### src/rtl/rf_param.sv
// rf_param: DATA_W x 2**ADDR_W register file, two async reads, one sync write.
// Reset/clr run a one-entry-per-cycle clear engine; define RF_BYPASS_EN for write-first reads.
module rf_param #(
    parameter int DATA_W   = 32,
    parameter int ADDR_W   = 5,
    parameter int ZERO_REG = 1
) (
    input  logic              clk,
    input  logic              rst,
    input  logic              clr,
    input  logic [ADDR_W-1:0] A1,
    input  logic [ADDR_W-1:0] A2,
    output logic [DATA_W-1:0] RD1,
    output logic [DATA_W-1:0] RD2,
    input  logic              WE3,
    input  logic [ADDR_W-1:0] A3,
    input  logic [DATA_W-1:0] WD3,
    output logic              busy
);

    localparam int DEPTH = 2 ** ADDR_W;
    localparam logic [ADDR_W-1:0] LAST = ADDR_W'(DEPTH - 1);

    typedef enum logic {
        CLEAR = 1'b0,
        READY = 1'b1
    } state_t;

    state_t            state;
    state_t            state_nx;
    logic [ADDR_W-1:0] idx;
    logic [ADDR_W-1:0] idx_nx;

    logic [DATA_W-1:0] mem [DEPTH];

    logic              mem_we;
    logic [ADDR_W-1:0] mem_wa;
    logic [DATA_W-1:0] mem_wd;
    logic              wr_ok;

    // A user write that will land in storage (ignoring rst, which only blocks the edge)
    assign wr_ok = (state == READY) && !clr && WE3
                   && !((ZERO_REG != 0) && (A3 == '0));

    // State register and clear index; rst restarts the engine from entry 0
    always_ff @(posedge clk) begin
        if (rst) begin
            state <= CLEAR;
            idx   <= '0;
        end else begin
            state <= state_nx;
            idx   <= idx_nx;
        end
    end

    // Next-state logic and selection of the single storage write per cycle
    always_comb begin
        state_nx = state;
        idx_nx   = idx;
        mem_we   = 1'b0;
        mem_wa   = A3;
        mem_wd   = WD3;
        unique case (state)
            CLEAR: begin
                if (clr) begin
                    idx_nx = '0;
                end else begin
                    mem_we = !rst;
                    mem_wa = idx;
                    mem_wd = '0;
                    if (idx == LAST) begin
                        state_nx = READY;
                    end else begin
                        idx_nx = idx + ADDR_W'(1);
                    end
                end
            end
            READY: begin
                if (clr) begin
                    state_nx = CLEAR;
                    idx_nx   = '0;
                end else begin
                    mem_we = wr_ok && !rst;
                end
            end
            default: begin
                state_nx = CLEAR;
                idx_nx   = '0;
            end
        endcase
    end

    // Storage has no reset so it can map onto plain RAM
    always_ff @(posedge clk) begin
        if (mem_we) begin
            mem[mem_wa] <= mem_wd;
        end
    end

    function automatic logic [DATA_W-1:0] rd(input logic [ADDR_W-1:0] a);
        if (state != READY) begin
            rd = '0;
        end else if ((ZERO_REG != 0) && (a == '0)) begin
            rd = '0;
`ifdef RF_BYPASS_EN
        end else if (wr_ok && (A3 == a)) begin
            rd = WD3;
`endif
        end else begin
            rd = mem[a];
        end
    endfunction

    // Outputs: busy straight from state, reads gated until the clear completes
    always_comb begin
        busy = (state == CLEAR);
        RD1  = rd(A1);
        RD2  = rd(A2);
    end

endmodule

### config.mk
export PLATFORM = sky130hd
export DESIGN_NAME = rf_param
export DESIGN_NICKNAME = d
export VERILOG_FILES = /design/src/rtl/rf_param.sv
export SDC_FILE = /design/constraint.sdc
export NUM_CORES = 1
export LEC_CHECK = 0
export BUFFER_PORTS_ARGS = -buffer_cell sky130_fd_sc_hd__buf_4
export CORE_MARGIN = 4
export CORE_UTILIZATION = 30
export CTS_BUF_LIST = sky130_fd_sc_hd__clkbuf_16
export DETAILED_ROUTE_END_ITERATION = 10
export SLEW_MARGIN = 5
export SYNTH_ARGS = -nofsm -noshare
export SYNTH_HDL_FRONTEND = slang
export SYNTH_SLANG_ARGS = --single-unit
### constraint.sdc
create_clock -name clk -period 4.2 [get_ports clk]
set_input_delay 0.42 -clock clk [delete_from_list [all_inputs] [get_ports clk]]
set_output_delay 0.42 -clock clk [all_outputs]
set_load 0.01 [all_outputs]
==> results.cfg, run 1 <==
[cells_and_area]
final_area_sq_um = 54590
fin_nets = 3036
area_growth_pct = 15.96
final_cell_mix = edfxtp_1, mux2i_1, buf_4
layout-drive-gt1-share_pct = 23.98
final_common_cell = edfxtp_1

[cts]
htree_levels = 3
ctsHoldBuffers = 0
clk_pin_slew_ps = 60
cts_resized = 0
cts_tree = built
cts_buffers = 107
cts_setup_buffers = 0
cts.sinks = 998
clock-root-buffer = clkbuf_16
clk_latency_ps = 750
cts.path.max_buffers = 3

[floorplan]
start_util_pct = 30.17
core.rowCount = 145
die-height_um = 404.1
core_area_sq_um = 156000
dieWidth_um = 404.1
io_pins = 116
die-area_sq_um = 163300

[routing]
drtIter0Drc = 2697
drc = 0
drt-wirelength-per-cell_um = 29.30
drt_wl_total_mm = 150.4
num_vias = 28960
viasPerCell = 5.643
ant_nets = 0
first_pass_iters = 6

[pwr]
powerDensity_nw_per_um2 = 399.9
p_leak_nw = 18.68
vdd_drop_max_mv = 0.3344

[setup_path]
r2r-start = state$_SDFF_PP0_
crit_required_ps = 3780
end_kind = output pin
cp-endpoint = RD1[24]
crit_arrival_ps = 3570
regToRegSetupSlack_ps = 950
critPathKind = flip-flop to output pin
crit_start = state$_SDFF_PP0_
startpoint_type = flip-flop
crit_fanout = 19
reg2reg_depth = 6
rr_endpoint = mem[13][17]$_DFFE_PP_

[placed_design]
placed_cell_area_sq_um = 51020
io_buffers = 115
dp_hpwl_mm = 91.64
routabilityCongestion = 0.8017

[run_status]
outcome = finished clean

[yosys]
ys_seq_area_share_pct = 63.54
synth-adder-area-share_pct = 0.05316
synth_cells = 2863
synth_seq_cells = 998
synth_top_area_share_pct = 63.28
syn_area_sq_um = 47070
ys_warn_count = 0
synth_top_area_cell = edfxtp_1
syn_area_per_cell_sq_um = 16.44
synthSimpleGateAreaFrac_pct = 3.453
synth_cell_types = 41
yosys-top-cells-area = edfxtp_1, mux2i_1, mux4_2
synth-compound-area-share_pct = 8.442
synth-xor-area-share_pct = 0.05582
synth_top_family_by_area = multiplexers
muxShareOfSynthArea_pct = 21.52
synth_fp_nets = 2916

[timing]
period_needed_ps = 3993
setup_viol = 0
fin_tns_setup_ps = 0
worstMarginPinSlew_ps = 1264
clock.fmax_mhz = 250.5
drv_slew = 0
skew_ps = 61.37
hold_violations = 0
rsz0062_at_grt = false
finalCritPeriodShare_pct = 95.06
slew_headroom_pct = 15.38

[min_path]
min_path_type = primary input to flip-flop

[global_routing]
grt_max_degree = 82
overflow = 0
grt_pass1_wl_mm = 212.7
grt_pass1_vias = 29160
antenna_found_initial = 3
grt_use_total_pct = 17.96

[flow_run]
cap_violations = 0
==> critical path, stage by stage, from the launching register on <==
cell and delay (ps):
dfxtp_1 710, and2_2 510, nor2b_4 560, buf_4 480
a22oi_1 200, nand4_1 230, buf_4 170
==> synthesized netlist by cell type (all sizes together) <==
cell / count
and2b: 2
nand3: 2
nand2b: 5
buf: 160
or3b: 6
nor2: 43
nor4: 2
ha: 2
nor3b: 2
xnor2: 1
mux4: 192
mux2i: 577
and2: 3
nand4: 65
nor3: 6
a221oi: 64
dfxtp: 6
nor4b: 1
nand3b: 5
edfxtp: 992
a22oi: 192
nor2b: 35
or4b: 2
a21oi: 4
a31oi: 4
xor2: 2
o21ai: 70
clkbuf: 74
or2: 4
and3: 2
inv: 4
nand2: 142
o22ai: 192
==> state kept, by name (all words and copies together), names as in the netlist <==
| signal | flops |
|---|---|
| idx | 5 |
| mem | 992 |
| state | 1 |
==> stage by stage <==
step	setup slack [ps]	instances	utilization [%]	power (W)	hold WS [ps]
after global placement	870.2	4932	32.70	0.01254	562.9
final	207.4	5133	34.99	0.02183	88.14
after CTS	210.3	5132	34.98	0.02198	37.64
after global routing	119.8	5132	34.99	0.02247	92.23
after floorplan	1113	2863	-	0.01211	499.3
after detailed placement	879.9	4932	32.70	0.01256	561.1
==> routing by layer <==
| layer | global-route usage [%] | share of wire [%] | wire length, um | vias up |
|---|---|---|---|---|
| met1 | 23.59 | 41 | 61170 | 15320 |
| met2 | 30.58 | 50 | 74470 | 1224 |
| met5 | 0 | 0 | 0 | - |
| met3 | 2.473 | 6.5 | 9746 | 251 |
| met4 | 6.189 | 3.3 | 5021 | 0 |
| li1 | - | - | - | 12160 |
==> cell families after synthesis <==
logic type                 after synthesis
AOI/OAI and AO/OA                      526
xor gates and xnor gates                 3
adders and majority gates                2
buffers and inverters                  238
DFF                                    998
muxes                                  769
and+or+nand+nor                        327
==> power breakdown <==
| part | leakage [nW] | internal [W] | switching (W) |
|---|---|---|---|
| logic | 7.73 | 0.000507 | 0.000862 |
| registers | 9.12 | 0.0110 | 0.0000124 |
| clock network | 1.83 | 0.00540 | 0.00407 |
| total | 18.7 | 0.0169 | 0.00494 |
==> area by class of cell <==
class / count / area (sq um)
Multi-Input combinational cell: 1627 / 16220
Sequential cell: 998 / 29910
Tap cell: 2058 / 2575
Antenna cell: 1 / 2.502
Clock inverter: 93 / 879.6
Fill cell: 14740 / 101400
Timing Repair Buffer: 245 / 2307
Clock buffer: 107 / 2678
Inverter: 4 / 15.01
==> worst min-delay path by stage <==
stage                              startpoint                  end  slack, ps  cells after the start
after global routing                      rst  idx[2]$_SDFFE_PP0P_         90                      3
after detailed placement  idx[4]$_SDFFE_PP0P_  idx[4]$_SDFFE_PP0P_        560                      2
after floorplan           idx[4]$_SDFFE_PP0P_  idx[4]$_SDFFE_PP0P_        500                      2
after CTS                                 rst  idx[0]$_SDFFE_PP0P_         40                      3
final                                     rst  idx[0]$_SDFFE_PP0P_         90                      3
after global placement    idx[4]$_SDFFE_PP0P_  idx[4]$_SDFFE_PP0P_        560                      2
(Power assumes the default switching activity.)
==> run 2, diff against run 1 <==
--- a/config.mk
+++ b/config.mk
@@ -10,6 +10,7 @@
 export CORE_UTILIZATION = 30
 export CTS_BUF_LIST = sky130_fd_sc_hd__clkbuf_16
 export DETAILED_ROUTE_END_ITERATION = 10
+export RECOVER_POWER = 50
 export SLEW_MARGIN = 5
 export SYNTH_ARGS = -nofsm -noshare
 export SYNTH_HDL_FRONTEND = slang
==> run 2 against run 1 <==
  * The run now ends with max-capacitance violations, max-slew violations left
  * Global-route usage stayed put
  * Clock skew about the same
  * Total power is essentially flat
  * First-iteration DRC count increased by 8.9%
  * Clock power barely moved
  * Critical path type unchanged
  * Largest power group unchanged
==> results.cfg, run 2 (same netlist as run 1, synthesis figures left out) <==
[pwr]
p_sw_share_pct = 22.62
vdd_drop_max_mv = 0.3334
powerDensity_nw_per_um2 = 400.8
power.internal_w = 0.01689
seq_power_share_pct = 50.4
p_leak_nw = 18.58
power.switching_w = 0.004936
p_clk_share_pct = 43.4
pwr-share-comb_pct = 6.2

[setup_path]
end_kind = output pin
regToRegSetupSlack_ps = 310
startpoint_type = flip-flop
crit_start = state$_SDFF_PP0_
crit_arrival_ps = 3580
critPathKind = flip-flop to output pin
crit_fanout = 18
r2r-start = state$_SDFF_PP0_
crit_required_ps = 3780

[timing]
period_needed_ps = 3997
worstMarginPinSlew_ps = 2218
slew_headroom_pct = -48.18
hold_violations = 0
rsz0062_at_grt = false
skew_ps = 61.20
fin_tns_setup_ps = 0
clock.fmax_mhz = 250.2
drv_slew = 688
setup_viol = 0
finalCritPeriodShare_pct = 95.17

[placed_design]
io_buffers = 115
routabilityCongestion = 0.8017
placed_cell_area_sq_um = 51020
dp_hpwl_mm = 91.64

[floorplan]
start_util_pct = 30.17
core.rowCount = 145
core_area_sq_um = 156000
die-area_sq_um = 163300
die-height_um = 404.1
dieWidth_um = 404.1
io_pins = 116

[global_routing]
antenna_found_initial = 3
grt_pass1_vias = 29160
grt_max_degree = 82
overflow = 0
grt_use_total_pct = 17.96
grt_pass1_wl_mm = 212.7

[cells_and_area]
largest_register_ffs = 992
area_growth_pct = 15.68
final_cell_mix = edfxtp_1, mux2i_1, o22ai_1, a22oi_1, buf_4
fin_nets = 3036
antenna_cells = 0
regMostFlops = mem
final_area_sq_um = 54450
reg_top3 = mem (992), idx (5), state (1)
layout-drive-gt1-share_pct = 22.77
final_common_cell = edfxtp_1

[routing]
first_pass_iters = 5
wl_met1_mm = 60.49
viasPerCell = 5.651
num_vias = 29000
drtIter0Drc = 2936
drt_wl_total_mm = 150.4
drc = 0
met2_length_mm = 74.53
highest_layer = met4
ant_nets = 0
met3_length_mm = 10.32
drt-wirelength-per-cell_um = 29.31

[cts]
cts_tree = built
cts_buffers = 107
clk_pin_slew_ps = 60
cts.sinks = 998
cts_resized = 0
clock-root-buffer = clkbuf_16
ctsHoldBuffers = 0
htree_levels = 3
cts_setup_buffers = 0
cts.path.max_buffers = 3
clk_latency_ps = 750

[flow_run]
cap_violations = 22

[run_status]
violations = max-capacitance violations, max-slew violations
outcome = complete, but fails checks

[min_path]
min_path_type = primary input to flip-flop
hold_start = rst
[run 2: critical path: stages (launching register included)]
cell,delay (ps)
dfxtp_1,690
inv_1,400
nor2_4,720
buf_4,430
o21ai_1,210
nand4_1,230
buf_4,170
[run 2: layer usage]
layer,up-vias,track usage (%)
li1,12140,-
met1,15310,23.59
met2,1290,30.58
met3,265,2.473
met4,0,6.189
met5,-,0
[run 2: layout make-up]
type / instances / area (sq um)
Timing Repair Buffer: 245 / 2240
Clock buffer: 107 / 2678
Clock inverter: 93 / 879.6
Multi-Input combinational cell: 1627 / 16160
Tap cell: 2058 / 2575
Fill cell: 14750 / 101600
Sequential cell: 998 / 29910
Inverter: 4 / 15.01
[run 2: power by group through the flow]
stage	Sequential (W)	Clock [W]	Combinational, W
after floorplan	0.0112	0	0.000910
after global placement	0.0112	0	0.00134
after detailed placement	0.0112	0	0.00136
after CTS	0.0110	0.00963	0.00136
after global routing	0.0110	0.0101	0.00142
final	0.0110	0.00947	0.00135
[run 2: worst paths after layout]
check | end | cells past startpoint
min reg2reg | idx[4]$_SDFFE_PP0P_ | 2
min | idx[0]$_SDFFE_PP0P_ | 3
max reg2reg | mem[26][20]$_DFFE_PP_ | 6
max | RD2[1] | 6
[run 2: metrics by stage]
stage | setup slack (ps) | power, W | cells | hold slack (ps) | util, %
floorplan | 1113 | 0.01211 | 2863 | 499.3 | -
detailed placement | 879.9 | 0.01256 | 4932 | 561.1 | 32.70
finish | 202.7 | 0.02182 | 5132 | 88.67 | 34.90
CTS | 210.3 | 0.02198 | 5132 | 37.64 | 34.98
global placement | 870.2 | 0.01254 | 4932 | 562.9 | 32.70
global route | 71.84 | 0.02247 | 5132 | 92.23 | 34.90
